### config.mk
export PLATFORM = sky130hd
export DESIGN_NAME = chan_mux_scan
export DESIGN_NICKNAME = d
export VERILOG_FILES = /design/src/rtl/chan_mux_scan.sv
export SDC_FILE = /design/constraint.sdc
export NUM_CORES = 1
export LEC_CHECK = 0
export CAP_MARGIN = 10
export CORE_MARGIN = 8
export CORE_UTILIZATION = 38
export CTS_CLUSTER_DIAMETER = 50
export DETAILED_ROUTE_END_ITERATION = 8
export PLACE_DENSITY_LB_ADDON = 0.05
export SLEW_MARGIN = 15
export SYNTH_ARGS = -nofsm -noshare
export SYNTH_HDL_FRONTEND = slang
export SYNTH_SLANG_ARGS = --single-unit
### constraint.sdc
create_clock -name clk -period 2.15 [get_ports clk]
set_input_delay 0.43 -clock clk [delete_from_list [all_inputs] [get_ports clk]]
set_output_delay 0.43 -clock clk [all_outputs]
set_load 0.01 [all_outputs]
### src/rtl/chan_mux_scan.sv
// Channel multiplexer with manual select and timed auto-scan.
// All outputs are registered; dout always carries the channel named by cur_sel.
module chan_mux_scan #(
  parameter int WIDTH    = 4,
  parameter int CHANNELS = 4,
  parameter int DWELL    = 8,
  localparam int SELW    = $clog2(CHANNELS)
) (
  input  logic                      clk,
  input  logic                      rst_n,
  input  logic                      mode,
  input  logic [SELW-1:0]           sel,
  input  logic                      hold,
  input  logic [CHANNELS*WIDTH-1:0] din,
  output logic [WIDTH-1:0]          dout,
  output logic [SELW-1:0]           cur_sel,
  output logic                      strobe,
  output logic                      sel_err
);

  localparam int CW = (DWELL > 1) ? $clog2(DWELL) : 1;
  localparam logic [CW-1:0]   LAST_CNT = CW'(DWELL - 1);
  localparam logic [SELW-1:0] LAST_CH  = SELW'(CHANNELS - 1);

  logic [WIDTH-1:0] chan [CHANNELS];

  for (genvar gi = 0; gi < CHANNELS; gi++) begin : g_unpack
    assign chan[gi] = din[gi*WIDTH +: WIDTH];
  end

  logic [CW-1:0]    count_q, count_d;
  logic [SELW-1:0]  cur_sel_q, cur_sel_d;
  logic [WIDTH-1:0] dout_q, dout_d;
  logic             strobe_q, strobe_d;
  logic             sel_err_q, sel_err_d;

  logic             sel_ok;
  logic             at_last;
  logic [SELW-1:0]  scan_sel;
  logic [SELW-1:0]  mux_idx;
  logic [WIDTH-1:0] mux_out;

  assign sel_ok  = ({1'b0, sel} < (SELW+1)'(CHANNELS));
  assign at_last = (count_q == LAST_CNT);

  // Explicit wrap keeps non-power-of-two channel counts in range.
  always_comb begin
    scan_sel = cur_sel_q;
    if (!hold && at_last) begin
      scan_sel = (cur_sel_q == LAST_CH) ? '0 : cur_sel_q + 1'b1;
    end
  end

  assign mux_idx = mode ? scan_sel : sel;

  always_comb begin
    mux_out = '0;
    for (int k = 0; k < CHANNELS; k++) begin
      if (mux_idx == SELW'(k)) begin
        mux_out = chan[k];
      end
    end
  end

  always_comb begin
    count_d   = count_q;
    cur_sel_d = cur_sel_q;
    dout_d    = mux_out;
    strobe_d  = 1'b0;
    sel_err_d = 1'b0;
    if (!mode) begin
      count_d = '0;
      if (sel_ok) begin
        cur_sel_d = sel;
      end else begin
        dout_d    = '0;
        sel_err_d = 1'b1;
      end
    end else if (!hold) begin
      if (at_last) begin
        count_d   = '0;
        cur_sel_d = scan_sel;
        strobe_d  = 1'b1;
      end else begin
        count_d = count_q + 1'b1;
      end
    end
  end

  always_ff @(posedge clk or negedge rst_n) begin
    if (!rst_n) begin
      count_q   <= '0;
      cur_sel_q <= '0;
      dout_q    <= '0;
      strobe_q  <= 1'b0;
      sel_err_q <= 1'b0;
    end else begin
      count_q   <= count_d;
      cur_sel_q <= cur_sel_d;
      dout_q    <= dout_d;
      strobe_q  <= strobe_d;
      sel_err_q <= sel_err_d;
    end
  end

  assign dout    = dout_q;
  assign cur_sel = cur_sel_q;
  assign strobe  = strobe_q;
  assign sel_err = sel_err_q;

endmodule

Yosys cells after proc, flatten, opt, wreduce, memory -nomap -nowiden --
Index checks and enable logic that the tools add are counted.
Operators by class: add/subtract/negate cells 2, equality and inequality tests 7, multiplexer cells 16, reductions and logical operators 4
Operator list (number):
- $mux 4 | 4
- $mux 2 | 6
- $mux 3 | 3
- $eq 2x2->1 const B | 3
- $add 3x1->3 const B | 1
- $eq 3x3->1 const B | 1
- $mux 1 | 3
- $add 2x1->2 const B | 1
- $eq 2x1->1 const B | 1
- $logic_not 2->1 | 1
- $ne 2x1->1 const B | 1
- $ne 2x2->1 const B | 1
- $reduce_and 2->1 | 1
- $logic_and 1x1->1 | 1
- $logic_not 1->1 | 1
Word-level totals: register bits 10, input bits 22, logic and storage cells 33

Depth between registers and ports, before layout --
Gate-level depths: netlist of the first run.
depth in word-level cells 9, gate-level depth with buffers 6, gate-level depth less buffers 6

Worst setup path after synthesis of the first run --
OpenSTA, ideal clock, no wires.
kind register -> register, start register count_q[0], end register dout_q[1], in the netlist dout[1], arrival time 1.572 ns, required time 2.000 ns, slack 0.428 ns, stages on the path, launching flop included 7, path buffers 0, path through dfrtp_1 -> ha_1 -> ha_1 -> or4b_4 -> o211a_2 -> o21ai_1 -> a32oi_1
Between the ends: word-level cells in the longest chain between the ends 9
RTL lines:
- start, declared | line 31 | logic [CW-1:0] count_q, count_d;
- start signal, assigned | line 98 | count_q <= count_d;
- $eq 3x3->1 (*) | line 44 | assign at_last = (count_q == LAST_CNT);
- $logic_and 1x1->1 (*) | line 49 | if (!hold && at_last) begin
- $mux 2 (*) | line 49
- $mux 2 (*) | line 54 | assign mux_idx = mode ? scan_sel : sel;
- $logic_not 2->1 | line 59 | if (mux_idx == SELW'(k)) begin
- $mux 4 (3 in series) | line 59
- $mux 4 (*) | line 59
- named net dout_d[1] | line 33 | logic [WIDTH-1:0] dout_q, dout_d;
- end signal, assigned | line 100 | dout_q <= dout_d;
- end, declared | line 33
Mark *: on every way through the listed nets, which the timed path passes. The rest lies on a longest branch. A chain may end at the register's enable or synchronous reset.

Final worst setup path of the first run --
start register count_q[0], end register dout_q[2], in the netlist dout[2]
The elaborated chain is that of the path after synthesis.

==> impl_metrics.toml, run 1 <==
[outcome]
status = "finished clean"

[clocking]
cts-root-buf = "clkbuf_4"
cts_resized = 0
cts_tree = "yes"
clk-insertion-delay-late_ps = 260
post_cts_buffers = 0
htreeDepth = 1
cts_buffer_depth = 2
numCtsBuffers = 3
hold_buffers = 0
clock_sinks = 10
path_clk_slew_ps = 70

[finish]
area_delta_synth_final_pct = 53.3
antennaDiodeCount = 0
num-nets-final = 118
drive_gt1_frac = 0.143
nFillCells = 138
final_cell_area_um2 = 936
multiInputGateArea_um2 = 322
fin_util = 0.621
regArea_um2 = 250

[yosys]
synth_top_cell_area_share = 0.410
ys_seq_area_frac = 0.410
synth_most_common_cell = "dfrtp_1"
synth-main-ff-cell = "dfrtp_1"
ys_warn_count = 0
synth_edf_count = 0
ys_ff_latch = 10
syn_inst = 60
avgSynthCellArea_um2 = 10.2
postSynth.asyncResetShare = 1.00
ys_top_cells_by_area = "dfrtp_1 41%, ha_1 6.1%, a32oi_1 5.7%"
synth_area_leader_cell = "dfrtp_1"
synth_cell_types = 25
synth.net_count = 85
synth_common_cells = "10 x dfrtp_1, 7 x nor2_1"
netlist_area_um2 = 611

[setup_path]
crit_type = "reg -> reg"
path_buf_inv = 0
max_stage_delay_ps = 510
endpoint_kind = "register"
timing.rr.start = "count_q[0]"
cp-start-kind = "register"
path_max_fanout = 9
slowest_stage = "or4b_4"
rr_worst_depth = 6
r2r_slack_ps = 240
required_ps = 2260
crit_chain = "ha_1 > ha_1 > or4b_4 > o211a_2 > o21ai_1 > a32oi_1"
cp.arrival_ps = 2030
cpLargestDelayFamily = "simple AND/OR/NAND/NOR gates"
cp_common_cell = "ha_1"
r2r-end = "dout[2]"

[grt]
top_usage_layer = "met2"
grt_pass1_wl_mm = 2.80
grt_start_max_net_pins = 11
grt-ovfl-total = 0
grtUsageMet3 = 0.0708
met1_usage = 0.125
track_usage = 0.110
antenna_found_initial = 0
grt_use_met2 = 0.162
grt_pass1_vias = 602

[timing]
tns_ps = 0
skew_ps = 5.45
maxSlewHeadroom = 0.664
fin_hold_ws_ps = 482
finalHoldViolCount = 0
worstMarginPinSlew_ps = 504
slew_viol_final = 0
finalSetupViolations = 0
period_needed_ps = 1910
fmaxAchievable_ghz = 0.522
grt_setup_unrepaired = "false"
fin_crit_sh = 0.890

[power]
pwr-share-seq = 0.434
switchingPower_mw = 0.134
power_frac_comb = 0.305
sw_frac_of_total = 0.271
cellInternalPower_mw = 0.359
p_leak_nw = 0.397
p_per_area_mw_per_mm2 = 526
peakVddDrop_uv = 313
pwr-share-clk = 0.260

[routing]
route.vias.total = 571
first_pass_iters = 4
wl_per_cell_um = 16.1
drt_wl_total_mm = 1.73
ant_nets = 0
drc = 0
vias_per_cell = 5.34
drtIter0Drc = 6

[worst_hold_path]
hp-class = "in -> async"

[place]
place_area_um2 = 913
hpwl_mm = 1.33
place_congestion = 0.720
io_buffer_count = 28

[floorplan]
core_area_mm2 = 0.00151
io_pins = 30
fp-row-count = 14
die_w_um = 56.1
dieArea_mm2 = 0.00315
start_util = 0.405
die_h_um = 56.1

[job]
cap_viol_max_count = 0
-- layout make-up --
class,count,share of cell area
Multi-Input combinational cell,43,0.344
Timing Repair Buffer,32,0.332
Sequential cell,10,0.267
Clock buffer,3,0.0241
Tap cell,16,0.0214
Inverter,3,0.0120
-- state kept, by name (all words and copies together) (netlist names) --
register / cells
count_q: 3
cur_sel: 2
dout: 4
strobe: 1
-- worst max-delay path by stage --
stage | start | endpoint | slack [ps] | depth (start not counted)
2_1_floorplan | count_q[0] | dout[1] | 430 | 6
3_3_place_gp | hold | dout[2] | 60 | 5
3_5_place_dp | hold | dout[1] | 10 | 5
4_1_cts | count_q[0] | dout[2] | 240 | 6
5_1_grt | count_q[0] | dout[2] | 150 | 6
6_report | count_q[0] | dout[2] | 240 | 6
-- logic make-up (layout without fill, tap and decap cells) --
group,after synthesis,count (layout),synth area share
AND/OR/NAND/NOR,17,17,0.160
other,1,1,0.00614
buffers and inverters,7,38,0.0635
AO/OA/AOI/OAI,20,20,0.266
adder cells (fa/ha/maj),3,3,0.0615
flip-flops,10,10,0.410
multiplexers,2,2,0.0328
-- per-stage QoR --
stage | power (mW) | worst slack (ps) | cells
final | 0.492 | 236 | 107
after CTS | 0.502 | 241 | 107
after detailed placement | 0.368 | 11.7 | 104
after global placement | 0.366 | 57.9 | 104
after floorplan | 0.283 | 428 | 60
after global routing | 0.525 | 147 | 107
-- power by group through the flow --
stage	Clock (mW)	Sequential (mW)	Combinational [mW]
4_1_cts	0.136	0.214	0.152
3_3_place_gp	0	0.217	0.149
5_1_grt	0.146	0.216	0.163
3_5_place_dp	0	0.217	0.151
6_report	0.128	0.214	0.150
2_1_floorplan	0	0.224	0.0590
-- layer usage --
| metal | share of wire | wire, um |
|---|---|---|
| met2 | 0.47 | 805 |
| met1 | 0.44 | 768 |
| met5 | 0 | 0 |
| met3 | 0.080 | 138 |
| met4 | 0.0081 | 14 |
-- cells in the final DEF (no fill, tap or decap) --
cell type        synthesis  routed
o21ai_1                  4       4
and4bb_2                 1       1
buf_4                    1       4
clkbuf_4                 0       3
nor2_1                   7       7
a31oi_1                  4       4
conb_1                   1       1
and2b_1                  1       1
or2_2                    1       1
o211ai_4                 1       1
ha_1                     3       3
nor3_1                   1       1
o211a_2                  1       1
nand3_1                  4       4
o21ai_0                  4       4
clkdlybuf4s50_1          0      28
a21oi_1                  1       1
a311oi_4                 1       1
or4b_4                   1       1
dfrtp_1                 10      10
a32oi_1                  4       4
inv_1                    3       3
nand2b_1                 1       1
mux2i_1                  2       2
(Power assumes the default switching activity.)
==> inputs of run 2 (changes only) <==
==> constraint.sdc (replaced) <==
create_clock -name clk -period 2.2 [get_ports clk]
set_input_delay 0.44 -clock clk [delete_from_list [all_inputs] [get_ports clk]]
set_output_delay 0.44 -clock clk [all_outputs]
set_load 0.01 [all_outputs]
==> run 2 against run 1 <==
Effect of this change: cell count is 0.93% lower; clock power shrank 4%; sequential cell count unchanged; die area unchanged; count of clock-buffer cells in the layout stayed put; utilization down 0.50 points; sequential power down 3%; power shrank 3.2%; register-to-register slack better by 80 ps; global-route usage fell by 0.96 points; first-iteration DRC count is 100% higher; critical path type is now in -> reg; critical endpoint is now dout[0]; highest routed layer is now met3.
==> impl_metrics.toml, run 2 (synthesis gave the netlist of run 1 again) <==
[timing]
fmaxAchievable_ghz = 0.531
grt_setup_unrepaired = "false"
finalSetupViolations = 0
tns_ps = 0
fin_crit_sh = 0.856
skew_ps = 5.37
fin_hold_ws_ps = 492
slew_viol_final = 0
period_needed_ps = 1880
finalHoldViolCount = 0

[floorplan]
die_w_um = 56.1
dieArea_mm2 = 0.00315
io_pins = 30
core_area_mm2 = 0.00151
start_util = 0.405
fp-row-count = 14
die_h_um = 56.1

[routing]
drt_wl_total_mm = 1.64
vias_per_cell = 5.22
ant_nets = 0
wl_per_cell_um = 15.5
drtIter0Drc = 12
route.vias.total = 553
first_pass_iters = 4
drc = 0

[finish]
area_delta_synth_final_pct = 52.0
nFillCells = 128
largest_register_ffs = 4
final_cell_mix = "28 x clkdlybuf4s50_1, 10 x dfrtp_1, 7 x nor2_1"
drive_gt1_frac = 0.133
antennaDiodeCount = 0
fin_util = 0.616
num-nets-final = 117
layout_commonest_cell = "clkdlybuf4s50_1"
final_cell_area_um2 = 928

[power]
power_mw = 0.477
peakVddDrop_uv = 342
p_per_area_mw_per_mm2 = 514
p_leak_nw = 0.393

[grt]
grt_pass1_vias = 573
grt-ovfl-total = 0
grt_pass1_wl_mm = 2.64
grt_start_max_net_pins = 11
antenna_found_initial = 0
track_usage = 0.101

[clocking]
clock_sinks = 10
cts_buffer_depth = 2
hold_buffers = 0
numCtsBuffers = 3
cts_tree = "yes"
path_clk_slew_ps = 70
clk-insertion-delay-late_ps = 260
post_cts_buffers = 0
htreeDepth = 1
cts_resized = 0
cts-root-buf = "clkbuf_4"

[setup_path]
max_stage_delay_ps = 590
r2r_slack_ps = 320
crit_type = "in -> reg"
endpoint_kind = "register"
cpLargestDelayFamily = "simple AND/OR/NAND/NOR gates"
crit_chain = "clkdlybuf4s50_1 > or4b_4 > o211a_2 > o21ai_0 > a32oi_1"
cp-startpoint = "hold"
cp.arrival_ps = 2000
cp-start-kind = "primary input"
required_ps = 2320
timing.rr.start = "count_q[0]"
slowest_stage = "or4b_4"
path_max_fanout = 9
path_buf_inv = 1

[place]
place_area_um2 = 906
place_congestion = 0.718
io_buffer_count = 28

[job]
cap_viol_max_count = 0

[worst_hold_path]
hp-class = "in -> async"

[outcome]
status = "finished clean"
run 2: path summary, 6_finish.rpt:
path,to,cells past startpoint
max,dout[0],5
min,dout[2],1
max reg2reg,dout[0],6
min reg2reg,count_q[2],2
max in group asynchronous,cur_sel[1],1
min in group clk,count_q[2],2
run 2: cell type report:
| class | instances | area [um2] | share of cell area |
|---|---|---|---|
| multi-input cells | 43 | 322 | 0.346 |
| well taps | 16 | 20.0 | 0.0216 |
| clock buffers | 3 | 22.5 | 0.0243 |
| inverters | 3 | 11.3 | 0.0121 |
| repair buffers | 31 | 303 | 0.326 |
| flip-flops and latches | 10 | 250 | 0.270 |
run 2: report_power, final:
| group | switching (mW) | internal, mW | total (mW) |
|---|---|---|---|
| clock network | 0.0598 | 0.0630 | 0.123 |
| logic | 0.0596 | 0.0862 | 0.146 |
| registers | 0.00754 | 0.201 | 0.208 |
| total | 0.127 | 0.350 | 0.477 |
run 2: per-stage QoR:
step           worst slack, ps  instances
2_1_floorplan              478         60
4_1_cts                    327        106
3_5_place_dp              68.8        103
6_report                   317        106
3_3_place_gp              99.5        103
5_1_grt                    239        106
run 2: per-layer routing:
layer  GRT usage  vias up  part of all wire
met5           0        -                 0
met2       0.141       18              0.47
li1            -      284                 -
met4      0.0275        0                 0
met3      0.0639        0             0.091
met1       0.123      251              0.44
